### config.mk
export PLATFORM = sky130hd
export DESIGN_NAME = mul_share_arbiter_flat
export DESIGN_NICKNAME = d
export VERILOG_FILES = /design/src/rtl/mul_arb_pkg.sv /design/src/rtl/mul_share_arbiter_if.sv /design/src/rtl/rr_arbiter.sv /design/src/rtl/mul_share_arbiter.sv /design/src/flat_wrapper.sv
export SDC_FILE = /design/constraint.sdc
export NUM_CORES = 1
export LEC_CHECK = 0
export ABC_AREA = 0
export BUFFER_PORTS_ARGS = -buffer_cell sky130_fd_sc_hd__buf_2
export CELL_PAD_IN_SITES_DETAIL_PLACEMENT = 1
export CELL_PAD_IN_SITES_GLOBAL_PLACEMENT = 1
export CORE_MARGIN = 2
export CORE_UTILIZATION = 31
export DETAILED_ROUTE_END_ITERATION = 8
export PLACE_DENSITY_LB_ADDON = 0.1
export SKIP_LAST_GASP = 1
export SYNTH_ARGS = -nofsm -noshare
export SYNTH_HDL_FRONTEND = slang
export SYNTH_SLANG_ARGS = --single-unit
### constraint.sdc
create_clock -name clk -period 2.32 [get_ports clk]
set_input_delay 0.116 -clock clk [delete_from_list [all_inputs] [get_ports clk]]
set_output_delay 0.116 -clock clk [all_outputs]
set_load 0.05 [all_outputs]
### src/rtl/mul_arb_pkg.sv
// -----------------------------------------------------------------------------
// mul_arb_pkg
// Shared types and default constants for the multiplier-sharing arbiter.
//   state_t      : arbiter FSM states (IDLE, START, BUSY, RESP)
//   DEF_NREQ     : default number of requesters
//   DEF_WIDTH    : default operand width (product is 2*WIDTH)
//   DEF_TIMEOUT  : default watchdog limit (only used with MUL_ARB_TIMEOUT_EN)
// -----------------------------------------------------------------------------
package mul_arb_pkg;

    typedef enum logic [1:0] {
        IDLE  = 2'd0,
        START = 2'd1,
        BUSY  = 2'd2,
        RESP  = 2'd3
    } state_t;

    localparam int DEF_NREQ    = 4;
    localparam int DEF_WIDTH   = 16;
    localparam int DEF_TIMEOUT = 64;

endpackage

### src/rtl/mul_share_arbiter_if.sv
// -----------------------------------------------------------------------------
// mul_share_arbiter_if
// Requester-side bundle of the multiplier-sharing arbiter.
//   req_valid/req_ready      : per-requester operand handshake (ready is one-hot)
//   req_a/req_b              : per-requester operands
//   resp_valid/resp_ready    : per-requester result handshake (valid is one-hot)
//   resp_product             : shared product bus, meaningful where resp_valid is high
//   resp_err                 : watchdog timeout flag accompanying resp_valid
// Modports: master = requester side, slave = arbiter side.
// -----------------------------------------------------------------------------
interface mul_share_arbiter_if #(
    parameter int NREQ  = mul_arb_pkg::DEF_NREQ,
    parameter int WIDTH = mul_arb_pkg::DEF_WIDTH
) ();

    logic [NREQ-1:0]             req_valid;
    logic [NREQ-1:0]             req_ready;
    logic [NREQ-1:0][WIDTH-1:0]  req_a;
    logic [NREQ-1:0][WIDTH-1:0]  req_b;
    logic [NREQ-1:0]             resp_valid;
    logic [NREQ-1:0]             resp_ready;
    logic [2*WIDTH-1:0]          resp_product;
    logic                        resp_err;

    modport master (
        output req_valid, req_a, req_b, resp_ready,
        input  req_ready, resp_valid, resp_product, resp_err
    );

    modport slave (
        input  req_valid, req_a, req_b, resp_ready,
        output req_ready, resp_valid, resp_product, resp_err
    );

endinterface

### src/rtl/rr_arbiter.sv
// -----------------------------------------------------------------------------
// rr_arbiter
// Combinational round-robin picker: selects the first set bit of req starting
// at rr_ptr and searching upward, wrapping modulo NREQ.
//   req       in  NREQ  request vector
//   rr_ptr    in  IDXW  search start index
//   grant     out NREQ  one-hot grant (all zero when nothing requested)
//   grant_idx out IDXW  encoded grant index
//   grant_any out 1     some request was found
// -----------------------------------------------------------------------------
module rr_arbiter #(
    parameter int NREQ = 4,
    parameter int IDXW = 2
) (
    input  logic [NREQ-1:0] req,
    input  logic [IDXW-1:0] rr_ptr,
    output logic [NREQ-1:0] grant,
    output logic [IDXW-1:0] grant_idx,
    output logic            grant_any
);

    logic [IDXW-1:0] cand;

    always_comb begin
        grant_any = 1'b0;
        grant_idx = '0;
        cand      = '0;
        for (int i = 0; i < NREQ; i++) begin
            cand = IDXW'((int'(rr_ptr) + i) % NREQ);
            if (!grant_any && req[cand]) begin
                grant_any = 1'b1;
                grant_idx = cand;
            end
        end
    end

    for (genvar gi = 0; gi < NREQ; gi++) begin : g_onehot
        assign grant[gi] = grant_any && (grant_idx == IDXW'(gi));
    end

endmodule

### src/rtl/mul_share_arbiter.sv
// -----------------------------------------------------------------------------
// mul_share_arbiter
// Shares one sequential multiplier between NREQ requesters. One operation is
// in flight at a time; requesters are granted in round-robin order, the
// multiplier's start/done/get_output handshake is sequenced, and the product
// is returned to the granted requester.
//   clk, reset      : clock, asynchronous active-low reset
//   bus (slave)     : requester handshakes, operands and shared result bus
//   mul_start       : one-cycle start pulse to the multiplier
//   mul_a, mul_b    : registered operands to the multiplier
//   mul_done        : multiplier result ready
//   mul_product     : multiplier result
//   mul_get_output  : one-cycle acknowledge that the result was taken
// Optional feature: define MUL_ARB_TIMEOUT_EN to add a BUSY watchdog that
// returns product 0 with resp_err=1 after TIMEOUT BUSY cycles without done.
// -----------------------------------------------------------------------------
module mul_share_arbiter
    import mul_arb_pkg::*;
#(
    parameter int NREQ    = DEF_NREQ,
    parameter int WIDTH   = DEF_WIDTH,
    parameter int TIMEOUT = DEF_TIMEOUT
) (
    input  logic                clk,
    input  logic                reset,
    mul_share_arbiter_if.slave  bus,
    output logic                mul_start,
    output logic [WIDTH-1:0]    mul_a,
    output logic [WIDTH-1:0]    mul_b,
    input  logic                mul_done,
    input  logic [2*WIDTH-1:0]  mul_product,
    output logic                mul_get_output
);

    localparam int IDXW = (NREQ > 1) ? $clog2(NREQ) : 1;

    if (NREQ < 2 || NREQ > 8 || TIMEOUT < 1) begin : g_bad_param
        $error("mul_share_arbiter: NREQ must be 2..8 and TIMEOUT >= 1");
    end

    state_t              state_reg, state_next;
    logic [IDXW-1:0]     rr_ptr_reg, rr_ptr_next;
    logic [IDXW-1:0]     grant_reg, grant_next;
    logic [WIDTH-1:0]    mul_a_reg, mul_a_next;
    logic [WIDTH-1:0]    mul_b_reg, mul_b_next;
    logic [2*WIDTH-1:0]  resp_product_reg, resp_product_next;

    logic [NREQ-1:0]     pick_onehot;
    logic [IDXW-1:0]     pick_idx;
    logic                pick_any;

    rr_arbiter #(
        .NREQ (NREQ),
        .IDXW (IDXW)
    ) u_rr_arbiter (
        .req       (bus.req_valid),
        .rr_ptr    (rr_ptr_reg),
        .grant     (pick_onehot),
        .grant_idx (pick_idx),
        .grant_any (pick_any)
    );

`ifdef MUL_ARB_TIMEOUT_EN
    localparam int CNTW = $clog2(TIMEOUT + 1);

    logic [CNTW-1:0] wd_cnt_reg, wd_cnt_next;
    logic            resp_err_reg, resp_err_next;
    logic            wd_expired;

    // The count holds the number of BUSY cycles already completed, so it
    // reaches TIMEOUT at the end of the current cycle when it equals TIMEOUT-1.
    assign wd_expired = (state_reg == BUSY) && (wd_cnt_reg == CNTW'(TIMEOUT - 1));

    always_comb begin
        wd_cnt_next   = wd_cnt_reg;
        resp_err_next = resp_err_reg;
        if (state_reg == START) begin
            wd_cnt_next   = '0;
            resp_err_next = 1'b0;
        end else if (state_reg == BUSY) begin
            wd_cnt_next   = wd_cnt_reg + CNTW'(1);
            resp_err_next = !mul_done && wd_expired;
        end
    end

    always_ff @(posedge clk or negedge reset) begin
        if (!reset) begin
            wd_cnt_reg   <= '0;
            resp_err_reg <= 1'b0;
        end else begin
            wd_cnt_reg   <= wd_cnt_next;
            resp_err_reg <= resp_err_next;
        end
    end

    assign bus.resp_err = resp_err_reg && (state_reg == RESP);
`else
    assign bus.resp_err = 1'b0;
`endif

    always_comb begin
        state_next        = state_reg;
        rr_ptr_next       = rr_ptr_reg;
        grant_next        = grant_reg;
        mul_a_next        = mul_a_reg;
        mul_b_next        = mul_b_reg;
        resp_product_next = resp_product_reg;
        case (state_reg)
            IDLE: begin
                if (pick_any) begin
                    grant_next = pick_idx;
                    mul_a_next = bus.req_a[pick_idx];
                    mul_b_next = bus.req_b[pick_idx];
                    state_next = START;
                end
            end
            START: begin
                state_next = BUSY;
            end
            BUSY: begin
                if (mul_done) begin
                    resp_product_next = mul_product;
                    state_next        = RESP;
                end
`ifdef MUL_ARB_TIMEOUT_EN
                else if (wd_expired) begin
                    resp_product_next = '0;
                    state_next        = RESP;
                end
`endif
            end
            RESP: begin
                if (bus.resp_ready[grant_reg]) begin
                    // Next search starts just past the requester just served.
                    rr_ptr_next = (grant_reg == IDXW'(NREQ - 1)) ? '0 : grant_reg + IDXW'(1);
                    state_next  = IDLE;
                end
            end
            default: state_next = IDLE;
        endcase
    end

    always_ff @(posedge clk or negedge reset) begin
        if (!reset) begin
            state_reg        <= IDLE;
            rr_ptr_reg       <= '0;
            grant_reg        <= '0;
            mul_a_reg        <= '0;
            mul_b_reg        <= '0;
            resp_product_reg <= '0;
        end else begin
            state_reg        <= state_next;
            rr_ptr_reg       <= rr_ptr_next;
            grant_reg        <= grant_next;
            mul_a_reg        <= mul_a_next;
            mul_b_reg        <= mul_b_next;
            resp_product_reg <= resp_product_next;
        end
    end

    assign mul_start        = (state_reg == START);
    assign mul_get_output   = (state_reg == BUSY) && mul_done;
    assign mul_a            = mul_a_reg;
    assign mul_b            = mul_b_reg;
    assign bus.resp_product = resp_product_reg;

    // req_ready is combinational from req_valid, so it is also masked by the
    // reset input to keep every output low while reset is held.
    for (genvar gi = 0; gi < NREQ; gi++) begin : g_req_resp
        assign bus.req_ready[gi]  = reset && (state_reg == IDLE) && pick_onehot[gi];
        assign bus.resp_valid[gi] = (state_reg == RESP) && (grant_reg == IDXW'(gi));
    end

endmodule

### src/flat_wrapper.sv
// flat-port wrapper written by rule: the top's interface ports become plain ports
module mul_share_arbiter_flat import mul_arb_pkg::*;
#(
    parameter int NREQ    = DEF_NREQ,
    parameter int WIDTH   = DEF_WIDTH,
    parameter int TIMEOUT = DEF_TIMEOUT
)
  (clk, reset, mul_start, mul_a, mul_b, mul_done, mul_product, mul_get_output, bus_req_valid, bus_req_a, bus_req_b, bus_resp_ready, bus_req_ready, bus_resp_valid, bus_resp_product, bus_resp_err);
  mul_share_arbiter_if #(.NREQ(NREQ), .WIDTH(WIDTH)) bus_i ();
  input  logic clk;
  input  logic reset;
  output logic mul_start;
  output logic [WIDTH-1:0] mul_a;
  output logic [WIDTH-1:0] mul_b;
  input  logic mul_done;
  input  logic [2*WIDTH-1:0] mul_product;
  output logic mul_get_output;
  input wire logic [$bits(bus_i.req_valid)-1:0] bus_req_valid;
  input wire logic [$bits(bus_i.req_a)-1:0] bus_req_a;
  input wire logic [$bits(bus_i.req_b)-1:0] bus_req_b;
  input wire logic [$bits(bus_i.resp_ready)-1:0] bus_resp_ready;
  output wire logic [$bits(bus_i.req_ready)-1:0] bus_req_ready;
  output wire logic [$bits(bus_i.resp_valid)-1:0] bus_resp_valid;
  output wire logic [$bits(bus_i.resp_product)-1:0] bus_resp_product;
  output wire logic [$bits(bus_i.resp_err)-1:0] bus_resp_err;
  assign bus_i.req_valid = bus_req_valid;
  assign bus_i.req_a = bus_req_a;
  assign bus_i.req_b = bus_req_b;
  assign bus_i.resp_ready = bus_resp_ready;
  assign bus_req_ready = bus_i.req_ready;
  assign bus_resp_valid = bus_i.resp_valid;
  assign bus_resp_product = bus_i.resp_product;
  assign bus_resp_err = bus_i.resp_err;
  mul_share_arbiter #(.NREQ(NREQ), .WIDTH(WIDTH), .TIMEOUT(TIMEOUT)) u_core (.clk(clk), .reset(reset), .bus(bus_i), .mul_start(mul_start), .mul_a(mul_a), .mul_b(mul_b), .mul_done(mul_done), .mul_product(mul_product), .mul_get_output(mul_get_output));
endmodule
* After elaboration in Yosys (flattened, before gate mapping)
Cells that the tools add are included.
Word-level totals: bits in registers 70, latch bits 0, bits in writable memories 0, ROM bits 0, bits of input ports 171, output and inout port bits 75, word-level logic and storage cells 82, memories kept 0
Operators by class: $add $sub $neg 4, multiply operators 0, div/mod/pow operators 0, magnitude comparators 6, eq/ne operators 12, shifts and indexed selects 0, multiplexer cells 27, bitwise operators 0, reductions and logical operators 27
Operators with widths (count):
- $bmux 16 s2 | 2
- $mux 16 | 2
- $lt 2x3->1 const B | 6
- $logic_and 1x1->1 | 17
- $mux 2 | 8
- $eq 2x2->1 const B | 6
- $bmux 1 s2 | 5
- $mux 1 | 9
- $pmux 2 s4 | 1
- $eq 2x1->1 const B | 3
- $logic_not 2->1 | 3
- $reduce_and 2->1 | 3
- $add 2x1->2 const B | 2
- $add 2x2->2 const B | 2
- $ne 2x2->1 const B | 2
- $logic_not 1->1 | 3
- $reduce_and 3->1 | 1
- $ne 2x1->1 const B | 1

* Depth between registers and ports, before layout
depth in word-level cells 15, gate-level depth with buffers 7, depth with buffers taken out 5

* Modules after synthesis
From an unflattened synthesis, not the netlist that was laid out.
Second synthesis, totals: cell total of the unflattened synthesis 256, area total of the unflattened synthesis 3811.2 um^2
By module, submodules not included:
- mul_share_arbiter | instances 1, cells each 223, area each 3599.7 um^2
- rr_arbiter | instances 1, cells each 33, area each 211.5 um^2

* Least setup slack after synthesis
No wires, ideal clock.
kind register to output, start point register u_core.rr_ptr_reg[0], end point output port bus_req_ready[2], arrival 1.881 ns, path slack 0.323 ns, cell stages (with the launch flop) 7, path buffers 2, cells stage by stage dfrtp_1 buf_2 and2b_1 o311ai_4 buf_4 nand2_1 nor2_1
Between the ends: cells in the longest elaborated chain, start to end 15
RTL lines:
- start: declaration | RTL line mul_share_arbiter.sv:42 | logic [IDXW-1:0] rr_ptr_reg, rr_ptr_next;
- start signal: assignment | RTL line mul_share_arbiter.sv:153 | rr_ptr_reg <= rr_ptr_next;
- parallel branches: the longest is 13 deep, another holds $add 2x1->2
- $logic_and 1x1->1 (*) | RTL line rr_arbiter.sv:38 | assign grant[gi] = grant_any && (grant_idx == IDXW'(gi));
- $logic_and 1x1->1 (*) | RTL line mul_share_arbiter.sv:170 | assign bus.req_ready[gi] = reset && (state_reg == IDLE) && pick_onehot[gi];
- end: declaration | RTL line flat_wrapper.sv:22 | output wire logic [$bits(bus_i.req_ready)-1:0] bus_req_ready;
Every way passes the cells marked *. The select of a mux whose other input is x is not followed.

* Worst setup path after layout
Ends and elaborated chain as after synthesis.

==> flow_metrics.py <==
metrics = {
    "run_status": {
        "status": "completed",
    },
    "detailed_routing": {
        "drt_wl_total_um": 15050,
        "route.detailed.drc": 0,
        "vias": 4167,
        "via_per_inst": 5.100,
        "ant_nets": 0,
        "wl_per_cell_um": 18.41,
        "dr.pass1.iters": 4,
        "drt_iter0_markers": 213,
    },
    "floorplanning": {
        "die_w_um": 117.9,
        "rows": 41,
        "boundaryPins": 246,
        "coreArea_mm2": 0.01262,
        "dieArea_mm2": 0.01389,
        "initial_utilization": 0.3185,
        "die_y_um": 117.9,
    },
    "min_path": {
        "hold_end": "u_core.bus.resp_product[4]",
        "hold_class": "input port to register",
        "min_from": "mul_product[4]",
        "holdPathStages": 2,
    },
    "timing": {
        "slew_headroom": 0.5342,
        "setup_violations": 0,
        "fmax_mhz": 458.7,
        "setup_tns_ps": 0,
        "rsz0062_at_grt": "false",
        "drv_slew": 0,
        "finClkSkew_ps": 7.502,
        "fin_crit_sh": 0.9396,
        "fin_crit_ps": 2180,
        "hold_viol": 0,
        "tightest_slew_ps": 696.8,
    },
    "placed_design": {
        "hpwl_um": 11460,
        "routabilityCongestion": 0.8164,
        "portBuffers": 244,
        "place_area_mm2": 0.005349,
    },
    "logic_synthesis": {
        "synth.largest_area_cell": "dfrtp_1",
        "syn_nets": 587,
        "netlist.area_leader.share": 0.4359,
        "yosysSeqAreaShare": 0.4359,
        "ys_warn_count": 0,
        "synth-seq-cells": 70,
        "syn-cell-area_mm2": 0.004019,
        "netlist_instances": 407,
        "synth_area_leaders": "dfrtp_1 (44%), a31oi_1 (10%), mux2_2 (9.2%), a22oi_1 (6.0%), and3_1 (5.1%)",
        "syn-mean-instance-area_um2": 9.874,
        "synth.distinct_cells": 42,
    },
    "pwr": {
        "p_int_uw": 4180,
        "power_switching_uw": 4781,
        "pwr-share-seq": 0.252,
        "p_clk_frac": 0.141,
        "p_leak_uw": 0.002793,
        "peakVddDrop_v": 0.0004443,
        "p_per_area_mw_per_mm2": 1587,
        "swShare": 0.5335,
        "share_comb_of_total_power": 0.607,
    },
    "global_routing": {
        "grt_remaining_overflow": 0,
        "grtUsageMet2": 0.3732,
        "grt_pass1_wl_um": 23790,
        "grt_use_total": 0.2148,
        "grt.met1_usage": 0.2579,
        "grt_pass1_vias": 4524,
        "antenna_found_initial": 1,
        "grt_max_degree": 38,
        "grt_use_met3": 0.04893,
        "busiest_layer": "met2",
    },
    "final_layout": {
        "utilization": 0.4474,
        "fin_area_mm2": 0.005645,
        "final_layout_size_suffix_gt1_frac": 0.4969,
        "syn2layout_area_growth_pct": 40.47,
        "fill_cells": 1579,
        "seqCellArea_mm2": 0.001752,
        "multiInputGateArea_mm2": 0.002008,
        "layout.nets": 819,
        "largest_reg_flops": 32,
    },
    "clocking": {
        "tritoncts": "yes",
        "cts_root_buf": "clkbuf_16",
        "path_clk_slew_ps": 60,
        "cts_made_buffers": 9,
        "cts-htree-levels": 3,
        "cts_sinks": 70,
        "clk_latency_ps": 320,
        "cts_setup_buffers": 0,
        "clockBufferDepth": 2,
    },
    "worst_setup_path": {
        "crit_path_max_fanout": 11,
        "worst-endpoint-arrival_ps": 2060,
        "critPathCaptureType": "primary output",
        "crit_type": "register to primary output",
        "r2r_slack_ps": 460,
        "ff2ff_path_depth": 6,
        "worstReg2RegEnd": "u_core.grant_reg[1]",
        "start_kind": "register",
        "cp-startpoint": "u_core.rr_ptr_reg[0]",
        "rr_startpoint": "u_core.state_reg[0]",
        "cp.required_ps": 2200,
    },
    "run": {
        "drv_cap": 0,
    },
}
## final cells by class
type / instances / area share
flip-flops and latches: 70 / 0.3103
clock buffers: 10 / 0.04233
well taps: 172 / 0.03812
diodes: 1 / 0.0004433
clock inverters: 6 / 0.006649
multi-input cells: 288 / 0.3557
repair buffers: 262 / 0.2411
inverters: 8 / 0.005319
## cells by family (layout without fill, tap and decap cells)
family	Yosys count	in the layout	synth area share
other cells	1	2	0.0009331
fa+ha+maj	9	9	0.02802
simple gates	95	95	0.1196
compound gates	147	147	0.2425
flops	70	70	0.4359
buf+inv	49	286	0.06974
mux	36	36	0.1034
## repair_timing
action	in CTS	in global routing
endpoints found under the setup margin	0	1
hold buffers	1	0
endpoints found under the hold margin	33	0
resized for setup	0	1
## through the flow
stage	hold WS, ps	power (uW)	std cells	worst slack [ps]
global placement	-34.26	7647	799	384.8
detailed placement	-33.50	7766	799	348.0
global route	25.14	9535	817	12.70
floorplan	-179.6	6395	407	323.1
CTS	8.780	9060	816	40.63
finish	21.16	8961	817	140.1
## critical path, cell delays in order, from the launching register on
cell and delay [ps]:
dfrtp_1 540, and2b_1 280, o311ai_4 260, buf_4 250, nand2_1 70, nor2_1 80
buf_2 260
## synthesized netlist by cell type, drive strengths merged
| library cell | instances |
|---|---|
| clkbuf | 11 |
| a21oi | 2 |
| a21boi | 1 |
| o221ai | 1 |
| nand3 | 1 |
| nand2 | 8 |
| conb | 1 |
| inv | 8 |
| o311ai | 1 |
| a31oi | 64 |
| o21bai | 2 |
| o21ai | 37 |
| and2 | 4 |
| mux4 | 1 |
| mux2i | 1 |
| nor2 | 40 |
| nor2b | 4 |
| ha | 9 |
| or3 | 2 |
| o31ai | 2 |
| o211a | 1 |
| o21a | 1 |
| a22oi | 32 |
| dfrtp | 70 |
| a221o | 1 |
| nand2b | 1 |
| o211ai | 1 |
| and2b | 1 |
| mux2 | 34 |
| nor3 | 1 |
| and3 | 33 |
| a21o | 1 |
| buf | 30 |
## worst max-delay path by stage
stage | endpoint | slack, ps | cells past startpoint
2_1_floorplan | bus_req_ready[2] | 320 | 6
3_3_place_gp | u_core.mul_a[1] | 380 | 4
3_5_place_dp | u_core.mul_a[1] | 350 | 4
4_1_cts | bus_req_ready[3] | 40 | 4
5_1_grt | bus_req_ready[2] | 10 | 6
6_report | bus_req_ready[2] | 140 | 6
## per-layer routing
layer,part of all wire,up-vias
li1,-,1986
met5,0,-
met4,0.019,0
met2,0.49,200
met3,0.079,17
met1,0.41,1964
## cell usage in the layout (no fill, tap or decap), types with 2 or more instances in the layout
cell / instances
inv_1: 8
nor2_1: 40
a21oi_1: 2
and3_1: 33
and2_1: 4
ha_1: 9
clkbuf_16: 9
dfrtp_1: 70
clkinv_2: 3
a31oi_1: 64
mux2_2: 33
o21ai_0: 34
nor2b_1: 3
clkinvlp_4: 3
nand2_1: 8
buf_4: 18
o21ai_1: 2
buf_2: 243
a22oi_1: 32
## power groups by stage
stage          Clock (uW)  Sequential, uW  Combinational [uW]
2_1_floorplan           0            4210                2190
3_3_place_gp            0            2250                5400
3_5_place_dp            0            2290                5480
4_1_cts              1300            2270                5480
5_1_grt              1360            2350                5830
6_report             1260            2260                5440
(Power assumes the default switching activity.)
